[src/rtl/sevseg_scan_ctrl.sv]
// Multiplexed seven-segment scan controller: prescaled digit scan, frame-shadowed
// data with leading-zero blanking, and PWM brightness gating on the anodes.
module sevseg_scan_ctrl #(
    parameter int NUM_DIGITS  = 8,
    parameter int REFRESH_DIV = 10000,
    parameter int PWM_BITS    = 4
) (
    input  logic                    clk,
    input  logic                    rst,
    input  logic                    en_i,
    input  logic [4*NUM_DIGITS-1:0] disp_data_i,
    input  logic [NUM_DIGITS-1:0]   dp_i,
    input  logic                    blank_lz_i,
    input  logic [PWM_BITS-1:0]     brightness_i,
    output logic [7:0]              sev_cathode_o,
    output logic [NUM_DIGITS-1:0]   sev_anode_o,
    output logic                    frame_done_o
);

    localparam int IDX_W = (NUM_DIGITS > 1) ? $clog2(NUM_DIGITS) : 1;
    localparam int PRE_W = $clog2(REFRESH_DIV);
    localparam logic [PRE_W-1:0] PRE_MAX = PRE_W'(REFRESH_DIV - 1);
    localparam logic [IDX_W-1:0] IDX_MAX = IDX_W'(NUM_DIGITS - 1);

    logic [PRE_W-1:0]        pre_cnt;
    logic [IDX_W-1:0]        idx;
    logic [PWM_BITS-1:0]     pwm_cnt;
    logic                    en_q;
    logic [4*NUM_DIGITS-1:0] shd_data;
    logic [NUM_DIGITS-1:0]   shd_dp;
    logic                    shd_blz;

    logic                    tc, frame_end, snap, lit, lead;
    logic [4*NUM_DIGITS-1:0] src_data;
    logic [NUM_DIGITS-1:0]   src_dp, blank;
    logic                    src_blz;
    logic [3:0]              nib;
    logic [7:0]              cath_nxt;
    logic [NUM_DIGITS-1:0]   anode_nxt;

    function automatic logic [6:0] seg7(input logic [3:0] n);
        case (n)
            4'h0: seg7 = 7'h40;  4'h1: seg7 = 7'h79;
            4'h2: seg7 = 7'h24;  4'h3: seg7 = 7'h30;
            4'h4: seg7 = 7'h19;  4'h5: seg7 = 7'h12;
            4'h6: seg7 = 7'h02;  4'h7: seg7 = 7'h78;
            4'h8: seg7 = 7'h00;  4'h9: seg7 = 7'h10;
            4'hA: seg7 = 7'h08;  4'hB: seg7 = 7'h03;
            4'hC: seg7 = 7'h46;  4'hD: seg7 = 7'h21;
            4'hE: seg7 = 7'h06;  default: seg7 = 7'h0E;
        endcase
    endfunction

    assign tc        = (pre_cnt == PRE_MAX);
    assign frame_end = tc && (idx == IDX_MAX);
    assign snap      = en_i && (!en_q || frame_end);

    // On the first enabled cycle the shadows are still being loaded, so decode
    // straight from the inputs; afterwards only the frame snapshot is used.
    assign src_data = en_q ? shd_data : disp_data_i;
    assign src_dp   = en_q ? shd_dp   : dp_i;
    assign src_blz  = en_q ? shd_blz  : blank_lz_i;

    always_comb begin
        lead  = src_blz;
        blank = '0;
        for (int k = NUM_DIGITS - 1; k >= 1; k--) begin
            if (lead && src_data[4*k +: 4] == 4'h0) blank[k] = 1'b1;
            else                                     lead     = 1'b0;
        end
    end

    always_comb begin
        if (brightness_i == '1)      lit = 1'b1;
        else if (brightness_i == '0) lit = 1'b0;
        else                         lit = (pwm_cnt < brightness_i);
    end

    always_comb begin
        nib       = src_data[{idx, 2'b00} +: 4];
        cath_nxt  = 8'hFF;
        anode_nxt = '1;
        if (lit) begin
            cath_nxt       = {~src_dp[idx], blank[idx] ? 7'h7F : seg7(nib)};
            anode_nxt[idx] = 1'b0;
        end
    end

    always_ff @(posedge clk or posedge rst) begin
        if (rst) begin
            pre_cnt       <= '0;
            idx           <= '0;
            pwm_cnt       <= '0;
            en_q          <= 1'b0;
            shd_data      <= '0;
            shd_dp        <= '0;
            shd_blz       <= 1'b0;
            sev_cathode_o <= 8'hFF;
            sev_anode_o   <= '1;
            frame_done_o  <= 1'b0;
        end else if (!en_i) begin
            pre_cnt       <= '0;
            idx           <= '0;
            pwm_cnt       <= '0;
            en_q          <= 1'b0;
            sev_cathode_o <= 8'hFF;
            sev_anode_o   <= '1;
            frame_done_o  <= 1'b0;
        end else begin
            pre_cnt       <= tc ? '0 : pre_cnt + 1'b1;
            if (tc) idx   <= (idx == IDX_MAX) ? '0 : idx + 1'b1;
            pwm_cnt       <= pwm_cnt + 1'b1;
            en_q          <= 1'b1;
            sev_cathode_o <= cath_nxt;
            sev_anode_o   <= anode_nxt;
            frame_done_o  <= frame_end;
            if (snap) begin
                shd_data <= disp_data_i;
                shd_dp   <= dp_i;
                shd_blz  <= blank_lz_i;
            end
        end
    end

endmodule

[config.mk]
export PLATFORM = sky130hd
export DESIGN_NAME = sevseg_scan_ctrl
export DESIGN_NICKNAME = d
export VERILOG_FILES = /design/src/rtl/sevseg_scan_ctrl.sv
export SDC_FILE = /design/constraint.sdc
export NUM_CORES = 1
export LEC_CHECK = 0
export CORE_ASPECT_RATIO = 1.5
export CORE_MARGIN = 8
export CORE_UTILIZATION = 40
export DETAILED_ROUTE_END_ITERATION = 10
export DONT_BUFFER_PORTS = 1
export GPL_TIMING_DRIVEN = 1
export PLACE_DENSITY = 0.65
export SYNTH_ARGS = -nofsm -noshare
export SYNTH_HDL_FRONTEND = slang
export SYNTH_SLANG_ARGS = --single-unit
[constraint.sdc]
create_clock -name clk -period 9.8 [get_ports clk]
set_clock_uncertainty 0.2 [all_clocks]
set_input_delay 2.94 -clock clk [delete_from_list [all_inputs] [get_ports clk]]
set_output_delay 2.94 -clock clk [all_outputs]
set_load 0.01 [all_outputs]
==> Yosys cells after proc, flatten, opt, wreduce, memory -nomap -nowiden <==
Memories as Yosys holds them, arrays and structs flattened.
Cells that the tools add are included.
{ "totals": {"memories": 1, "register_bits": 80, "mem_bits_ro": 112, "elab_cells": 82} }
{ "classes": {"n_mux": 37, "addsub": 3, "shifts": 1, "n_lt_le_gt_ge": 3, "eq_ne": 4, "bitwise": 2, "n_reduce_logical": 21} }
{ "mem_list": {"columns": ["memory", "depth", "word_bits", "read_ports", "rd_clocked_by_memory_dff", "write_ports", "line_no", "text"], "rows": [
  ["(no name shown)", 16, 7, 1, 0, 0, "42", "case (n)"]
]} }
{ "ops": {"columns": ["cell", "n"], "rows": [
  ["8-bit two-way mux", 5],
  ["4-bit logical NOT", 8],
  ["32-bit two-way mux", 1],
  ["32-bit by 6-bit variable part select with 4-bit output", 1],
  ["14-bit two-way mux", 2],
  ["1-bit two-way mux", 21],
  ["14-bit by 1-bit adder with 14-bit output (second input constant)", 1],
  ["14-bit equality test (second input constant)", 1],
  ["1-bit logical AND", 10],
  ["3-bit two-way mux", 3],
  ["8-bit inverter", 1],
  ["7-bit two-way mux", 1],
  ["1-bit binary-select mux with 3-bit select", 2],
  ["4-bit by 1-bit adder with 4-bit output (second input constant)", 1],
  ["4-bit equality test (second input constant)", 1],
  ["3-bit by 4-bit less-than comparator with 1-bit output (second input constant)", 1],
  ["4-bit less-than comparator", 1],
  ["4-bit two-way mux", 1],
  ["3-bit by 1-bit adder with 3-bit output (second input constant)", 1],
  ["1-bit demux with 3-bit select", 1],
  ["3-bit equality test (second input constant)", 1],
  ["3-bit by 1-bit greater-or-equal comparator with 1-bit output (second input constant)", 1],
  ["2-bit by 1-bit inequality test with 1-bit output (second input constant)", 1],
  ["2-bit AND reduction", 1],
  ["3 further kinds", 3]
]} }

==> Depth between registers and ports, before layout <==
{ "depth": {"depth_word": 21, "depth_mapped": 14, "ltp_nobuf": 10} }

==> Least setup slack after synthesis <==
OpenSTA, ideal clock, no wires.
{ "synth_path": {"path_type": "input to register", "from": "input disp_data_i[21]", "to": "register sev_cathode_o[4]", "path_buffers": 0, "cell_stages": 9, "setup_time_ns": 0.098, "required_time_ns": 9.502, "slack_ns": 5.153, "t_arrival_ns": 4.349, "path_cell_list": "mux2_1 a22oi_1 nand3_1 inv_1 ha_1 inv_1 nor3_1 nand2_1 o311ai_1"} }
{ "synth_via": {"elab_chain_cells": 17, "word_cells_on_any_way": 23, "classes_between": "1 x shift; 15 x mux; 6 x reduce/logical; 1 x memory"} }
{ "synth_rtl": {"columns": ["element", "line_no", "text"], "rows": [
  ["start: declaration", "11", "input logic [4*NUM_DIGITS-1:0] disp_data_i,"],
  ["32-bit two-way mux (*)", "60", "assign src_data = en_q ? shd_data : disp_data_i;"],
  ["4-bit logical NOT", "68", "if (lead && src_data[4*k +: 4] == 4'h0) blank[k] = 1'b1;"],
  ["1-bit logical AND", "68", null],
  ["1-bit two-way mux", "68", null],
  ["1-bit logical AND", "68", null],
  ["1-bit two-way mux", "68", null],
  ["1-bit logical AND", "68", null],
  ["1-bit two-way mux", "68", null],
  ["1-bit logical AND", "68", null],
  ["1-bit two-way mux", "68", null],
  ["1-bit logical AND", "68", null],
  ["1-bit two-way mux", "68", null],
  ["1-bit binary-select mux with 3-bit select", "84", "cath_nxt = {~src_dp[idx], blank[idx] ? 7'h7F : seg7(nib)};"],
  ["1-bit two-way mux (implied by the code)", "84", null],
  ["7-bit two-way mux (*)", "84", null],
  ["8-bit two-way mux (*)", "83", "if (lit) begin"],
  ["8-bit two-way mux (*)", "101", "end else if (!en_i) begin"],
  ["end signal: assignment", "114", "sev_cathode_o <= cath_nxt;"],
  ["end: declaration", "15", "output logic [7:0] sev_cathode_o,"]
]} }
Every way passes the cells marked *; elsewhere a longest branch is shown, timed or not. The select of a mux whose other input is x is not followed.
A chain may end at the register's enable or synchronous reset.

==> Final worst setup path <==
Ends and elaborated chain as after synthesis.

==> flow_summary.json <==
{
  "crit_chain": "mux2_1 > a22oi_1 > nand3_1 > inv_1 > ha_1 > inv_1 > nor3_1 > nand2_1 > o311ai_1",
  "io_pins": 65,
  "viasPerCell": 5.60,
  "cts_resized": 0,
  "die_y_um": 144,
  "vdd_drop_max_mv": 0.0820,
  "postCtsHoldBufs": 0,
  "clock_latency_ns": 0.33,
  "slew_headroom": 0.306,
  "grt_pass1_vias": 3095,
  "worst_pin_slew_ns": 1.04,
  "wirelength_um": 10000,
  "cp_slowest_cell": "mux2_1",
  "min_path_type": "flop to flop",
  "cts_setup_buffers": 0,
  "fin_cells": 529,
  "globalplace.congestion": 0.854,
  "hold_viol": 0,
  "postPlaceCellArea_um2": 4440,
  "setup_violations": 0,
  "core_um2": 10900,
  "finalSetupTns_ns": 0,
  "postRouteAntennaNets": 0,
  "antenna_found_initial": 0,
  "utilization": 0.435,
  "h-tree-depth": 3,
  "cts_sinks": 80,
  "syn-cell-area_um2": 4380,
  "p_leak_nw": 1.92,
  "drt_iter0_markers": 170,
  "synth.area.top_cells": "dfrtp_1 37%, mux2_1 11%, dfstp_2 9.6%",
  "num_vias": 2965,
  "root_buffer": "clkbuf_16",
  "synth_flop_cell": "dfrtp_1",
  "max_freq_ghz": 0.219,
  "slowest_delay_ns": 0.30,
  "synth_most_common_cell": "dfrtp_1",
  "endpoint_kind": "flop",
  "critPathKind": "input port to flop",
  "path_clk_slew_ns": 0.06,
  "power_density_nw_per_um2": 170,
  "rsz0062_at_grt": "false",
  "synth_cells": 381,
  "async_flop_share": 1.00,
  "antenna_cells": 0,
  "layout.nets": 438,
  "synth.distinct_cells": 64,
  "port_buffers": 0,
  "fillers": 1011,
  "yosys_register_bits": 80,
  "p_total_w": 0.000804,
  "worst-path-buf-inv": 2,
  "worstPathRequired_ns": 9.83,
  "crit_path_frequent_cell": "inv_1",
  "ys_warn_count": 0,
  "wl_per_cell_um": 18.9,
  "grt_pass1_wl_um": 16600,
  "arrival_ns": 4.61,
  "critical_path.max_fanout": 5,
  "synth_edf_count": 0,
  "min_period_over_period": 0.467,
  "min_period_ns": 4.57,
  "yosysSeqAreaShare": 0.462,
  "start_util": 0.402,
  "dp.cells": 513,
  "die_w_um": 101,
  "grt-ovfl-total": 0,
  "drive_above_1_share": 0.147,
  "grt_start_max_net_pins": 81,
  "crit_family": "simple AND/OR/NAND/NOR gates",
  "cts_inserted_buffers": 9,
  "first_pass_iters": 4,
  "status": "finished, final reports clean",
  "finalInstanceArea_um2": 4730,
  "synth_area_per_cell_um2": 11.5,
  "row_count": 47,
  "yosys.area.top_type_share": 0.366,
  "start_kind": "input port",
  "max-clock-path-buffers": 2,
  "drc_errors": 0,
  "dp_hpwl_um": 7350,
  "area_growth_pct": 8.00,
  "synth_common_cells": "64 x dfrtp_1, 42 x mux2_1, 25 x nor2_1",
  "drv_cap": 0,
  "synth_top_area_cell": "dfrtp_1",
  "slew_viol_final": 0,
  "syn_nets": 442,
  "cts_tree": "built",
  "track_usage": 0.148,
  "dieArea_um2": 14600
}
registers in the layout, indices dropped and copies added, names as in the netlist:
register       flops
shd_data          32
shd_dp             8
shd_blz            1
sev_cathode_o      8
sev_anode_o        8
pwm_cnt            4
frame_done_o       1
en_q               1
pre_cnt           14
idx                3
per-stage QoR:
stage | hold WS (ns) | worst slack, ns
5_1_grt | 0.298 | 5.10
6_report | 0.279 | 5.23
3_5_place_dp | 0.268 | 4.90
4_1_cts | 0.286 | 5.25
2_1_floorplan | 0.225 | 4.63
3_3_place_gp | 0.249 | 4.98
kinds of logic after synthesis:
logic type | count (synthesis) | synth area share
adder cells (fa/ha/maj) | 13 | 0.0372
AO/OA/AOI/OAI | 53 | 0.0835
flip-flops | 80 | 0.462
multiplexers | 74 | 0.202
AND/OR/NAND/NOR | 122 | 0.151
XOR/XNOR | 12 | 0.0240
buffers and inverters | 27 | 0.0403
path summary, 6_finish.rpt:
path,slack [ns],end,depth (start not counted),from
worst max-delay path,5.23,sev_cathode_o[4],9,disp_data_i[21]
worst min-delay path,0.28,pre_cnt[0],1,pre_cnt[0]
worst max register to register,6.63,shd_data[18],6,idx[0]
worst min register to register,0.28,pre_cnt[0],1,pre_cnt[0]
max in group asynchronous,6.10,en_q,2,rst
min in group asynchronous,2.59,shd_dp[5],2,rst
per-layer routing:
layer	global-route usage	wire length (um)	vias to the layer above	share of wire
li1	-	-	1406	-
met1	0.160	3860	1494	0.39
met2	0.258	5430	63	0.54
met3	0.0520	656	2	0.066
met4	0.0520	53	0	0.0053
met5	0	0	-	0
area by class of cell:
cell class | count | area (um^2) | area share
multi-input combinational | 274 | 2180 | 0.461
clock inverter | 3 | 15.0 | 0.00318
clock buffer | 13 | 270 | 0.0572
sequential | 80 | 2020 | 0.428
inverter | 10 | 38.8 | 0.00820
tap | 147 | 184 | 0.0389
timing repair buffer | 2 | 15.0 | 0.00318
report_power, final:
part	total, W	switching, W	leakage (nW)	internal, W
registers	0.000391	0.0000236	0.963	0.000367
clock network	0.000317	0.000126	0.145	0.000191
logic	0.0000955	0.0000509	0.816	0.0000446
cell usage in the layout (no fill, tap or decap), types with 3 or more instances in the layout:
master	instances
mux2i_1	22
nor4_1	11
nor3_1	5
o311ai_1	3
mux2_2	3
and3_1	4
nand3_1	19
mux4_2	7
nor2b_1	6
nor2_1	25
xor2_1	6
o211ai_1	4
o22ai_1	7
a21oi_1	8
nand2_1	21
inv_1	7
clkbuf_8	3
mux2_1	42
o21ai_1	4
or3_1	4
ha_1	13
nand2b_1	3
o21ai_0	6
clkbuf_16	9
nand4_1	3
a211oi_1	5
xnor2_1	6
clkinv_2	4
dfrtp_1	63
dfstp_2	16
Power figures use the tool's default switching activity.
